### config.mk
export PLATFORM = sky130hd
export DESIGN_NAME = picture_sprite_flat
export DESIGN_NICKNAME = d
export VERILOG_FILES = /design/src/rtl/picture_sprite_if.sv /design/src/rtl/picture_sprite.sv /design/src/flat_wrapper.sv
export SDC_FILE = /design/constraint.sdc
export NUM_CORES = 1
export LEC_CHECK = 0
export CAP_MARGIN = 15
export CORE_MARGIN = 2
export CORE_UTILIZATION = 35
export DETAILED_ROUTE_END_ITERATION = 10
export HOLD_SLACK_MARGIN = 0.03
export SLEW_MARGIN = 40
export SYNTH_ARGS = -nofsm -noshare
export SYNTH_HDL_FRONTEND = slang
export SYNTH_SLANG_ARGS = --single-unit
export TNS_END_PERCENT = 10
### constraint.sdc
create_clock -name pixel_clk -period 9.9 [get_ports pixel_clk]
set_clock_uncertainty 0.05 [all_clocks]
set_input_delay 1.98 -clock pixel_clk [delete_from_list [all_inputs] [get_ports pixel_clk]]
set_output_delay 1.98 -clock pixel_clk [all_outputs]
set_load 0.005 [all_outputs]
### src/rtl/picture_sprite_if.sv
// picture_sprite_if: sprite controls, raster position, ROM port and pixel output (PICTURE_SPRITE_MIRROR_EN adds mirror)
interface picture_sprite_if #(parameter int ADDR_W = 18);
  logic [10:0] x;
  logic [9:0] y;
  logic [10:0] hcount;
  logic [9:0] vcount;
  logic vsync;
  logic [7:0] frame_sel;
  logic [23:0] tint;
  logic [ADDR_W-1:0] rom_addr;
  logic [7:0] rom_data;
  logic [23:0] pixel;
  logic pixel_valid;
`ifdef PICTURE_SPRITE_MIRROR_EN
  logic mirror;
`endif
  modport master (
`ifdef PICTURE_SPRITE_MIRROR_EN
    output mirror,
`endif
    output x, y, hcount, vcount, vsync, frame_sel, tint, rom_data,
    input rom_addr, pixel, pixel_valid
  );
  modport slave (
`ifdef PICTURE_SPRITE_MIRROR_EN
    input mirror,
`endif
    input x, y, hcount, vcount, vsync, frame_sel, tint, rom_data,
    output rom_addr, pixel, pixel_valid
  );
endinterface

### src/rtl/picture_sprite.sv
// picture_sprite: tinted, animated ROM sprite overlay with transparent key (PICTURE_SPRITE_MIRROR_EN adds horizontal mirroring)
module picture_sprite #(
  parameter int WIDTH = 72,
  parameter int HEIGHT = 512,
  parameter int FRAMES = 4,
  parameter int ADDR_W = 18,
  parameter int ROM_LAT = 2
) (
  input logic pixel_clk,
  input logic reset,
  picture_sprite_if.slave bus
);
  localparam int FRAME_SZ = WIDTH * HEIGHT;
  logic vs_d;
  logic [10:0] xl;
  logic [9:0] yl;
  logic [7:0] fl;
  logic in_box;
  logic [10:0] col_off;
  logic [9:0] row_off;
  logic [ADDR_W-1:0] col;
  logic [ADDR_W-1:0] base;
  logic [ROM_LAT:0] dl;
  function automatic logic [7:0] chan(input logic [7:0] d, input logic [7:0] t);
    logic [16:0] p;
    p = 17'(d) * (17'(t) + 17'd1);
    return p[15:8];
  endfunction
  // box test at widened sums so a box past the raster edge clips instead of wrapping
  always_comb begin
    in_box = {1'b0, bus.hcount} >= {1'b0, xl} && {1'b0, bus.hcount} < {1'b0, xl} + 12'(WIDTH) &&
             {1'b0, bus.vcount} >= {1'b0, yl} && {1'b0, bus.vcount} < {1'b0, yl} + 11'(HEIGHT);
    col_off = bus.hcount - xl;
    row_off = bus.vcount - yl;
    base = ADDR_W'(fl) * ADDR_W'(FRAME_SZ);
  end
`ifdef PICTURE_SPRITE_MIRROR_EN
  logic ml;
  assign col = ml ? ADDR_W'(WIDTH - 1) - ADDR_W'(col_off) : ADDR_W'(col_off);
  // mirror flag follows the other controls, latched on the vsync rising edge
  always_ff @(posedge pixel_clk)
    if (reset) ml <= 1'b0;
    else if (bus.vsync && !vs_d) ml <= bus.mirror;
`else
  assign col = ADDR_W'(col_off);
`endif
  // latch position and clamped frame once per vsync rising edge
  always_ff @(posedge pixel_clk)
    if (reset) begin
      vs_d <= 1'b0;
      xl <= '0;
      yl <= '0;
      fl <= '0;
    end else begin
      vs_d <= bus.vsync;
      if (bus.vsync && !vs_d) begin
        xl <= bus.x;
        yl <= bus.y;
        fl <= int'(bus.frame_sel) >= FRAMES ? 8'(FRAMES - 1) : bus.frame_sel;
      end
    end
  // issue ROM address and carry in_box alongside the ROM latency
  always_ff @(posedge pixel_clk)
    if (reset) begin
      bus.rom_addr <= '0;
      dl <= '0;
    end else begin
      bus.rom_addr <= base + (in_box ? ADDR_W'(row_off) * ADDR_W'(WIDTH) + col : '0);
      dl <= {dl[ROM_LAT-1:0], in_box};
    end
  // tint the ROM intensity; zero intensity is the transparent key
  always_ff @(posedge pixel_clk)
    if (reset || !dl[ROM_LAT] || bus.rom_data == 8'h00) begin
      bus.pixel <= '0;
      bus.pixel_valid <= 1'b0;
    end else begin
      bus.pixel <= {chan(bus.rom_data, bus.tint[23:16]), chan(bus.rom_data, bus.tint[15:8]), chan(bus.rom_data, bus.tint[7:0])};
      bus.pixel_valid <= 1'b1;
    end
endmodule

### src/flat_wrapper.sv
// flat-port wrapper written by rule: the top's interface ports become plain ports
module picture_sprite_flat 
#(
  parameter int WIDTH = 72,
  parameter int HEIGHT = 512,
  parameter int FRAMES = 4,
  parameter int ADDR_W = 18,
  parameter int ROM_LAT = 2
)
  (pixel_clk, reset, bus_x, bus_y, bus_hcount, bus_vcount, bus_vsync, bus_frame_sel, bus_tint, bus_rom_data, bus_rom_addr, bus_pixel, bus_pixel_valid);
  picture_sprite_if #(.ADDR_W(ADDR_W)) bus_i ();
  input logic pixel_clk;
  input logic reset;
  input wire logic [$bits(bus_i.x)-1:0] bus_x;
  input wire logic [$bits(bus_i.y)-1:0] bus_y;
  input wire logic [$bits(bus_i.hcount)-1:0] bus_hcount;
  input wire logic [$bits(bus_i.vcount)-1:0] bus_vcount;
  input wire logic [$bits(bus_i.vsync)-1:0] bus_vsync;
  input wire logic [$bits(bus_i.frame_sel)-1:0] bus_frame_sel;
  input wire logic [$bits(bus_i.tint)-1:0] bus_tint;
  input wire logic [$bits(bus_i.rom_data)-1:0] bus_rom_data;
  output wire logic [$bits(bus_i.rom_addr)-1:0] bus_rom_addr;
  output wire logic [$bits(bus_i.pixel)-1:0] bus_pixel;
  output wire logic [$bits(bus_i.pixel_valid)-1:0] bus_pixel_valid;
  assign bus_i.x = bus_x;
  assign bus_i.y = bus_y;
  assign bus_i.hcount = bus_hcount;
  assign bus_i.vcount = bus_vcount;
  assign bus_i.vsync = bus_vsync;
  assign bus_i.frame_sel = bus_frame_sel;
  assign bus_i.tint = bus_tint;
  assign bus_i.rom_data = bus_rom_data;
  assign bus_rom_addr = bus_i.rom_addr;
  assign bus_pixel = bus_i.pixel;
  assign bus_pixel_valid = bus_i.pixel_valid;
  picture_sprite #(.WIDTH(WIDTH), .HEIGHT(HEIGHT), .FRAMES(FRAMES), .ADDR_W(ADDR_W), .ROM_LAT(ROM_LAT)) u_core (.pixel_clk(pixel_clk), .reset(reset), .bus(bus_i));
endmodule
# ---- Yosys cells after proc, flatten, opt, wreduce, memory -nomap -nowiden
# Index checks and enable logic that the tools add are counted.
dict set report word_totals {
  inputBits 85
  reg_bits 76
  out_inout_bits 43
}
dict set report op_classes {
  mul 5
  reduce_logical 9
  magnitude_cmp 5
  mux 3
  addsub 9
}
# cell n
set op_table {}
lappend op_table {{$mul A8 B17 Y16} 3}
lappend op_table {{$add A8 B1 Y9 const B} 3}
lappend op_table {{$add A17 B11 Y18} 1}
lappend op_table {{$add A18 B18 Y18} 1}
lappend op_table {{$mux W18} 1}
lappend op_table {{$mul A10 B4 Y14 const B} 1}
lappend op_table {{$add A11 B7 Y12 const B} 1}
lappend op_table {{$lt A11 B12 Y1} 1}
lappend op_table {{$add A10 B10 Y11 const B} 1}
lappend op_table {{$ge A11 B11 Y1} 1}
lappend op_table {{$lt A10 B11 Y1} 1}
lappend op_table {{$sub A11 B11 Y11} 1}
lappend op_table {{$ge A10 B10 Y1} 1}
lappend op_table {{$sub A10 B10 Y10} 1}
lappend op_table {{$ge A8 B3 Y1 const B} 1}
lappend op_table {{$logic_not A8 Y1} 1}
lappend op_table {{$mul A8 B4 Y6 const B} 1}
lappend op_table {{$mux W8} 1}
lappend op_table {{$logic_and A1 B1 Y1} 4}
lappend op_table {{$logic_not A1 Y1} 2}
lappend op_table {{$logic_or A1 B1 Y1} 2}
lappend op_table {{$mux W1} 1}

# ---- Logic depth before layout (Yosys ltp)
dict set report logic_depth {
  word_depth 7
  mapped_depth 28
  mapped_depth_nobuf 28
}

# ---- Worst setup path before layout
# Ideal clock, no wire load.
dict set report synth_timing {
  path_kind {input to register}
  startpoint {in bus_vcount[0]}
  endpoint {reg u_core.bus.rom_addr[17]}
  setup_time_ns 0.128
  required_ns 9.722
  path_stages 28
  path_slack_ns 3.244
  path_buffers 0
  arrival_ns 6.478
  cell_sequence {inv_1 ha_1 inv_1 fa_1 nand3_1 nand2_1 a21o_1 a21oi_1 xnor2_1 ha_1 ha_1 inv_1 o21bai_1 xor2_1 ha_1 or3_1 nor3_1 nor4b_1 nand2_1 xor2_1 nor2_1 ha_1 a21o_1 a21oi_1 o21bai_1 a21oi_1 xnor2_1 nor2_1}
}
dict set report synth_between {
  elab_chain_cells 5
  word_cells_on_any_way 9
}
# element line_no
set synth_rtl {}
lappend synth_rtl {{start: declaration} flat_wrapper.sv:17} ;# input wire logic [$bits(bus_i.vcount)-1:0] bus_vcount;
lappend synth_rtl {{$sub A10 B10 Y10 or $ge A10 B10 Y1 (tied branches)} {picture_sprite.sv:34, picture_sprite.sv:32}}
lappend synth_rtl {{$mul A10 B4 Y14 or $logic_and A1 B1 Y1 (tied branches)} {picture_sprite.sv:68, picture_sprite.sv:31}}
lappend synth_rtl {{$add A17 B11 Y18 or $logic_and A1 B1 Y1 (tied branches)} {picture_sprite.sv:68, picture_sprite.sv:32}}
lappend synth_rtl {{$mux W18 *} picture_sprite.sv:68} ;# bus.rom_addr <= base + (in_box ? ADDR_W'(row_off) * ADDR_W'(WIDTH) + col : '0);
lappend synth_rtl {{$add A18 B18 Y18 *} picture_sprite.sv:68}
lappend synth_rtl {{end signal: assignment} picture_sprite.sv:68}
lappend synth_rtl {{end: declaration} picture_sprite_if.sv:29} ;# output rom_addr, pixel, pixel_valid
# Every way passes the cells marked *; elsewhere a longest branch is shown, timed or not.
# A chain may end at the register's enable or synchronous reset.

# ---- Final worst setup path
dict set report layout_timing {
  startpoint {in bus_vcount[1]}
  endpoint {reg u_core.bus.rom_addr[17]}
}
# The elaborated chain is that of the path after synthesis.

==> run metrics <==
status completed; Area growth, synth to finish 18.0%; final hold vios 0; Gate Count Post-Synth 1302; HPWL after DPL 20600 um; power per cell area 164 nW/um2; Seq/Total Area, Yosys 13.5%; xor/xnor cell area share of the yosys netlist 6.52%; hold_sp u_core.dl[1]; Crit Reg-Reg Endpoint u_core.bus.rom_addr[17]; Avg Vias per Cell 4.86; WHS Endpoint u_core.dl[2]; post-CTS sizing 0; gpl congestion 0.842; Post-synth top cells inv_1 (186), nand2_1 (176), ha_1 (161); Routed Wire Length 25600 um; #FFs+latches synth 74; slew margin rel. 47.4%; # setup viols final 0; largest net degree at the start of global routing 36; Worst Setup End Kind register; Clk pwr share 17.1%; Peak VDD IR 0.0000968 V; critical path arrival 7.51 ns; n_diodes 0; Pleak 6.11 nW; simple logic cell fraction of the synthesized area 22.7%; Pint 0.00118 W; Syn Area/Cell 8.46 um2; setup_tns 0 ns; most common flop cell mapped by yosys dfxtp_1; Yosys top cell area share 22.7%; Initial Util 35.8%; number of synthesized flops with an enable pin 0; CTS tree done; startpoint types input pin; grt total ovfl 0; Setup crit start bus_vcount[1]; syn_nets 1673; DR WL/cell 14.2 um; reg2reg setup slack 4.29 ns; DRC viols 0; Worst Path Required 10.07 ns; Total GRT Usage 16.3%; nets@finish 1781; RSZ-0062 raised after global routing no; remaining antenna violation count 0; fin crit share 74.2%; largest family of logic cells by synthesized area adder cells; initial antenna violation count 0; Setup CP Type input pin to register; Yosys warnings 0; placeable core area 30700 um2; net switching fraction of the power 44.3%; initial drt markers 348; layout cells sized above 1 2.97%; Util after Layout 42.2%; Compound-Gate Fraction of Synth Area 8.44%; Tightest Pin Transition 0.783 ns; CTS root buffer clkbuf_16; I/O Pins 128; count leader, synth inv_1; vias in the first global route 9188; Slew Limit Fails 0; Post-CTS Hold Fix Bufs 0; max_cap viols 0; Seq pwr share 15.0%; f_max 136 MHz; hold path depth 1; Worst Reg2Reg Path Length in Cells 23; worst skew pair latency 0.34 ns; clock buffer depth 2; minimum clock period 7.35 ns; GR Util met2 27.5%; cells taking the most area after synthesis fa_1 (23%), ha_1 (18%), dfxtp_1 (13%), inv_1 (6.3%), nand2_1 (6.0%); total die area 32900 um2; CP Max Fanout 5; number of port buffers 127; post-CTS setup buffer count 0; post-synthesis mux area share 0.182%; Clock Sinks 74; GR Util met3 2.56%; GR peak layer met2; Num CTS Buffers 9; switching pwr 0.000941 W; Die H 181 um; vias 8802; Worst R2R Start u_core.yl[1]; met1 GRT Util 22.1%; H-tree Lvls 3; Comb power frac 67.9%; CTS clk-pin slew, worst paths 0.06 ns; Die X 181 um; dominant cell type by area after synthesis fa_1; Pre-antenna DRT Iters 6; Hold WC Path Type register to register; Post-Synth Adder-Cell Area 41.0%; FFs w/ async S/R, synth 0%; Synth Cell Area 11000 um2; Rows 64; first-pass GRT wire length 44200 um; post-synth cell types 63
registers in the layout, indices dropped and copies added (netlist names):
register and count:
u_core.bus.pixel 24, u_core.bus.pixel_valid 1, u_core.bus.rom_addr 18, u_core.dl 3
u_core.fl 6, u_core.vs_d 1, u_core.xl 11, u_core.yl 10
how the worst max path moves through the flow:
stage / endpoint / slack [ns] / cells after the start
after floorplan: u_core.bus.rom_addr[17] / 3.24 / 28
after global placement: u_core.bus.pixel[15] / 2.34 / 17
after detailed placement: u_core.bus.rom_addr[17] / 2.19 / 23
after CTS: u_core.bus.rom_addr[17] / 2.53 / 23
after global routing: u_core.bus.rom_addr[17] / 1.97 / 26
final: u_core.bus.rom_addr[17] / 2.55 / 23
layout make-up:
cell class,count,area (um2)
Inverter,186,698
Clock inverter,5,77.6
Clock buffer,11,243
Fill cell,3138,17800
Sequential cell,74,1480
Multi-Input combinational cell,1005,8690
Tap cell,396,495
Timing Repair Buffer,134,1300
power by group through the flow:
stage	logic [W]	registers [W]	clock network, W
floorplan	0.00112	0.000325	0
global placement	0.00142	0.000325	0
detailed placement	0.00144	0.000326	0
CTS	0.00146	0.000319	0.000377
global route	0.00168	0.000320	0.000387
finish	0.00144	0.000319	0.000364
placed cells by master (no fill, tap or decap), types with 6 or more instances in the layout:
master	n
a211oi_1	6
a21o_1	11
a21oi_1	48
and2_1	98
and3_1	8
buf_4	7
clkbuf_16	9
clkdlybuf4s50_1	123
dfxtp_1	74
fa_1	125
ha_1	161
inv_1	186
nand2_1	176
nand2b_1	9
nand3_1	26
nand4_1	8
nor2_1	78
nor2b_1	27
nor3_1	32
o211ai_1	7
o21a_1	11
o21ai_0	18
xnor2_1	52
xor2_1	30
cell families (layout without fill, tap and decap cells):
logic type | Yosys count | count (layout)
multiplexers | 2 | 2
adder cells (fa/ha/maj) | 286 | 286
flip-flops | 74 | 74
AND/OR/NAND/NOR | 500 | 500
XOR/XNOR | 82 | 82
AO/OA/AOI/OAI | 135 | 135
buffers and inverters | 223 | 336
critical path, stage by stage:
cell,delay [ns]
clkdlybuf4s50_1,0.46
ha_1,0.32
nor2b_1,0.14
o2111a_1,0.23
or2_2,0.30
nor2_1,0.13
xnor2_1,0.17
ha_1,0.31
fa_1,0.49
ha_1,0.39
o2111a_1,0.25
nor3_1,0.08
nor4b_1,0.65
nand2_1,0.14
xor2_1,0.17
nor2_1,0.17
ha_1,0.27
a21o_1,0.15
a21oi_1,0.23
o21bai_1,0.09
a21oi_1,0.17
xnor2_1,0.14
nor2_1,0.06
per-layer routing:
| layer | vias to the layer above | part of all wire, % |
|---|---|---|
| met5 | - | 0 |
| met4 | 0 | 1.0 |
| met3 | 20 | 3.0 |
| met2 | 128 | 47 |
| met1 | 4248 | 49 |
| li1 | 4406 | - |
stage by stage:
stage               setup WS [ns]  hold slack, ns  cells  total power, W  cell area (um2)
floorplan                    3.24           0.364   1302         0.00145            11000
global placement             2.34           0.372   1795         0.00174            12700
detailed placement           2.19           0.376   1795         0.00177            12700
CTS                          2.53           0.392   1811         0.00216            13000
global route                 1.97           0.402   1811         0.00239            13000
finish                       2.55           0.386   1811         0.00213            13000
Note: power is estimated with default switching activity, not from simulation.
==> patch 1, RTL diff (config.mk and constraints unchanged) <==
`ADDR_W` is set to 18 in 3 places; all go to 9.
--- a/src/rtl/picture_sprite_if.sv
+++ b/src/rtl/picture_sprite_if.sv
@@ -1,3 +1,3 @@
 // picture_sprite_if: sprite controls, raster position, ROM port and pixel output (PICTURE_SPRITE_MIRROR_EN adds mirror)
-interface picture_sprite_if #(parameter int ADDR_W = 18);
+interface picture_sprite_if #(parameter int ADDR_W = 9);
   logic [10:0] x;
--- a/src/rtl/picture_sprite.sv
+++ b/src/rtl/picture_sprite.sv
@@ -5,3 +5,3 @@
   parameter int FRAMES = 4,
-  parameter int ADDR_W = 18,
+  parameter int ADDR_W = 9,
   parameter int ROM_LAT = 2
--- a/src/flat_wrapper.sv
+++ b/src/flat_wrapper.sv
@@ -6,3 +6,3 @@
   parameter int FRAMES = 4,
-  parameter int ADDR_W = 18,
+  parameter int ADDR_W = 9,
   parameter int ROM_LAT = 2
Interface: changed (resized bus_rom_addr); port bits go from 128 to 119. No check against the original RTL was run, so the function may have changed too.
==> patch 1 against the unedited design <==
- wire length fell by 12%
- largest power group unchanged
- power fell by 14%
- design area fell by 9.7%
- synthesized area fell by 9.9%
- die area fell by 9.6%
- critical path type unchanged
- sequential cell count fell by 15
- global-route usage fell by 0.27 points
- critical path depth fell by 4
- setup slack got worse by 230 ps
==> patch 1: results (changes against the unedited design) <==
Finish:
- The largest registers in the layout are u_core.bus.pixel (24), u_core.xl (11), u_core.yl (10).
- The final non-filler cell total is 1603 (-11%).
- The fraction of final layout cells with drive strength greater than 1 is 0.0318 (+0.00215).

STA:
- The slew of the pin with the lowest slew margin is 811 ps (+28.3 ps).

Global routing:
- The wire length of the first global-routing pass is 38.4 mm (-13%).
- The number of global-route vias before repair is 7924 (-14%).
- The initial antenna violation count is 0 (unchanged).
- The maximum number of pins on one net before global-route repair is 29 (-19%).
- The met2 routing resource usage after global routing is 0.266 (-0.00890).
- The met1 layer usage reported by global route came to 0.225 (+0.00404).
- The fraction of met3 tracks used by global routing is 0.0183 (-0.00729).
- The overall track demand over capacity in global routing came to 0.161 (-0.00269).

Place:
- The post-DP HPWL came to 17.8 mm (-13%).
- The last weighted congestion value of the routability-driven placer came to 0.810 (-3.8%).
- The post-place setup slack is 1920 ps (-264 ps).
- The cell area after placement is 11400 sq um (-9.7%).

Logic synthesis:
- Yosys attributes the largest share of cell area to fa_1 (26%), ha_1 (18%), dfxtp_1 (12%), inv_1 (6.7%), nor2b_1 (6.6%).
- The number of distinct library cell variants in the gate-level netlist after synthesis is 53 (-16%).
- The cell count after synthesis is 1121 (-14%).
- Counting instances in the post-synthesis netlist gives the leading cell types as inv_1 (177), ha_1 (140), fa_1 (129), nor2b_1 (105), nand2_1 (75).
- The net count after synthesis is 1475 (-12%).
- The portion of the post-synthesis area used by sequential elements is 0.119 (-0.0155).

Setup path:
- The largest fanout of any net on the critical path is 10 (+5).
- The data arrival time at the worst-slack endpoint was 7750 ps (+240 ps).
- The cell with the largest stage delay on the worst path is clkdlybuf4s50_1.
- The worst stage delay on the critical path is 630 ps (-20 ps).

Outcome:
- The run finished with clean final reports.

Power and ir drop:
- The leakage power came to 5.49 nW (-10%).
- The combinational fraction of design power is 0.691 (+0.012).
- The power in combinational cells came to 1.26 mW (-13%).
- The power attributed to the clock group is 312 uW (-14%).
- The switching power of the nets is 836 uW (-11%).
- The worst IR drop on VDD is 130 uV (+34%).

Route:
- The met3 routed wirelength is 622 microns (-20%).
- The number of vias after detailed routing is 7611 (-14%).
- The number of DRC violations after detailed-routing iteration 0 is 342 (-1.7%).
- The met2 routed wirelength came to 10.4 mm (-13%).
- The overall routed net length was 22.6 mm (-12%).
- The detailed-routing iteration count for the pre-antenna-repair pass is 4 (-2).
- The total routed wire length on the met1 layer is 11.2 mm (-11%).
[patch 1: cell types whose count changed after synthesis, moves of 17 or more]
cell      unedited run  this run
nor3_1              32        10
nor2_1              78        50
and2_1              98        59
ha_1               161       140
nand2b_1            10        27
nand2_1            176        75
nor2b_1             28       105
[patch 1: cell type report]
cell class / instances / area (sq um)
Fill cell: 2792 / 16100
Multi-Input combinational cell: 853 / 7960
Sequential cell: 59 / 1180
Timing Repair Buffer: 120 / 1160
Inverter: 177 / 664
Tap cell: 378 / 473
Clock buffer: 9 / 225
Clock inverter: 7 / 60.1
[patch 1: worst paths after layout]
| path | startpoint | end | slack, ps | depth (start not counted) |
|---|---|---|---|---|
| setup / recovery | bus_tint[8] | u_core.bus.pixel[14]$_SDFF_PN0_ | 2320 | 19 |
| hold / removal | u_core.dl[1]$_SDFF_PP0_ | u_core.dl[2]$_SDFF_PP0_ | 390 | 1 |
| setup reg to reg | u_core.yl[0]$_SDFFE_PP0P_ | u_core.bus.rom_addr[8]$_SDFF_PP0_ | 6430 | 13 |
| hold reg to reg | u_core.dl[1]$_SDFF_PP0_ | u_core.dl[2]$_SDFF_PP0_ | 390 | 1 |
[patch 1: worst register-to-register path, cell delays in order (launching register included)]
cell      delay [ps]
dfxtp_1          330
ha_1             160
inv_1             50
fa_1             400
a21o_1           180
a21oi_1          220
xnor2_1          160
ha_1             250
ha_1             310
fa_1             440
ha_1             350
a21oi_1          210
o211ai_1         100
nor3b_1          140
[patch 1: logic make-up after synthesis]
| group | share of synthesized area |
|---|---|
| compound gates | 0.0967 |
| xor+xnor | 0.0574 |
| fa+ha+maj | 0.437 |
| buf+inv | 0.0793 |
| flops | 0.119 |
| simple gates | 0.211 |
==> patch 2, RTL diff (same settings) <==
Without the edit above. `WIDTH` is set to 72 in 2 places; all go to 36.
--- a/src/rtl/picture_sprite.sv
+++ b/src/rtl/picture_sprite.sv
@@ -2,3 +2,3 @@
 module picture_sprite #(
-  parameter int WIDTH = 72,
+  parameter int WIDTH = 36,
   parameter int HEIGHT = 512,
--- a/src/flat_wrapper.sv
+++ b/src/flat_wrapper.sv
@@ -3,3 +3,3 @@
 #(
-  parameter int WIDTH = 72,
+  parameter int WIDTH = 36,
   parameter int HEIGHT = 512,
Behaviour: not the same (Yosys sat finds a counterexample within 4 cycles, from zero or initial values and one cycle with reset high).
==> patch 2 against the unedited design <==
- via count shrank 1.7%
- power is 0.55% lower
- clock power rose by 10%
- design area fell by 0.30%
- sequential cell count increased by 1
- sequential share of layout area up 0.19 points
- setup slack got worse by 210 ps
- wire length down 1.8%
- synthesized area shrank 0.53%
- critical endpoint unchanged
- highest routed layer is now met5
==> patch 2: results (changes against the unedited design) <==
Setup path:
- The largest fanout of any net on the critical path is 4 (-1).
- The register-to-register path setup slack was 4100 ps (-190 ps).
- The data arrival time at the worst-slack endpoint was 7710 ps (+200 ps).
- The number of cells on the worst reg-to-reg path came to 28 (+22%).
- The reg-to-reg startpoint is u_core.yl[0]$_SDFFE_PP0P_.

Finish:
- The fraction of final layout cells with drive strength greater than 1 came to 0.0321 (+0.00244).
- The total number of nets in the final design came to 1770 (-0.62%).
- The number of fill cells in the layout is 3113 (-0.80%).

Power and ir drop:
- The worst IR drop on VDD is 80.6 uV (-17%).
- The switching share of power is 0.436 (-0.00703).
- The relative contribution of sequential cells to total power is 0.152 (+0.002).
- The leakage power is 6.02 nW (-1.4%).

Route:
- The detailed-routing iteration count for the pre-antenna-repair pass came to 5 (-1).
- The met2 routed wirelength was 11.7 mm (-1.8%).
- The met3 routed wirelength is 1.17 mm (+51%).
- The total routed wire length on the met1 layer is 12.0 mm (-5.0%).
- The overall routed net length came to 25.2 mm (-1.8%).

Global routing:
- The number of global-route vias before repair is 8930 (-2.8%).
- The maximum number of pins on one net before global-route repair is 48 (+33%).
- The met2 routing resource usage after global routing is 0.271 (-0.00361).
- The fraction of met3 tracks used by global routing came to 0.0308 (+0.00524).
- The initial antenna violation count is 1 (+1).
- The met1 layer usage reported by global route is 0.220 (-0.00138).

STA:
- The worst hold margin is 396 ps (+9.79 ps).
- The relative slew slack is 0.469 (-0.00528).

Outcome:
- The flow ran to the end, and the final reports show no timing, DRC or antenna violations.

Place:
- The post-place setup slack is 2010 ps (-180 ps).

Logic synthesis:
- The net count after synthesis is 1665 (-0.48%).
- The number of distinct library cell variants in the gate-level netlist after synthesis was 56 (-11%).
-- patch 2: cell types whose count changed after synthesis, sizes merged, moves of 6 or more --
| cell | unedited run | this run |
|---|---|---|
| xnor2 | 52 | 64 |
| nor3 | 33 | 26 |
| a21o | 11 | 18 |
| nand2 | 176 | 170 |
| o211ai | 8 | 2 |
| inv | 186 | 199 |
| nand3 | 26 | 19 |
-- patch 2: through the flow --
step	cells	instance area (sq um)
6_report	1797	12900
5_1_grt	1797	12900
4_1_cts	1797	12900
3_5_place_dp	1781	12600
3_3_place_gp	1779	12600
2_1_floorplan	1291	11000
-- patch 2: worst max path at each step --
stage	startpoint	endpoint	slack [ps]
2_1_floorplan	bus_vcount[0]	u_core.bus.rom_addr[17]$_SDFF_PP0_	3060
3_3_place_gp	bus_vcount[0]	u_core.bus.rom_addr[17]$_SDFF_PP0_	2070
3_5_place_dp	bus_tint[16]	u_core.bus.pixel[23]$_SDFF_PN0_	2010
4_1_cts	bus_tint[16]	u_core.bus.pixel[23]$_SDFF_PN0_	2350
5_1_grt	bus_vcount[0]	u_core.bus.rom_addr[17]$_SDFF_PP0_	1900
6_report	bus_vcount[0]	u_core.bus.rom_addr[17]$_SDFF_PP0_	2340
-- patch 2: cells by family after synthesis --
group | synth area share
AOI/OAI and AO/OA | 0.0844
adders and majority gates | 0.417
buffers and inverters | 0.0818
other | 0.000342
xor gates and xnor gates | 0.0743
and+or+nand+nor | 0.205
DFF | 0.137
-- patch 2: layout make-up --
type                       instances  share of cell area
multi-input combinational        978               0.662
sequential                        75               0.116
timing repair buffer             133              0.0995
inverter                         199              0.0577
tap                              396              0.0383
clock buffer                       9              0.0174
clock inverter                     7             0.00957
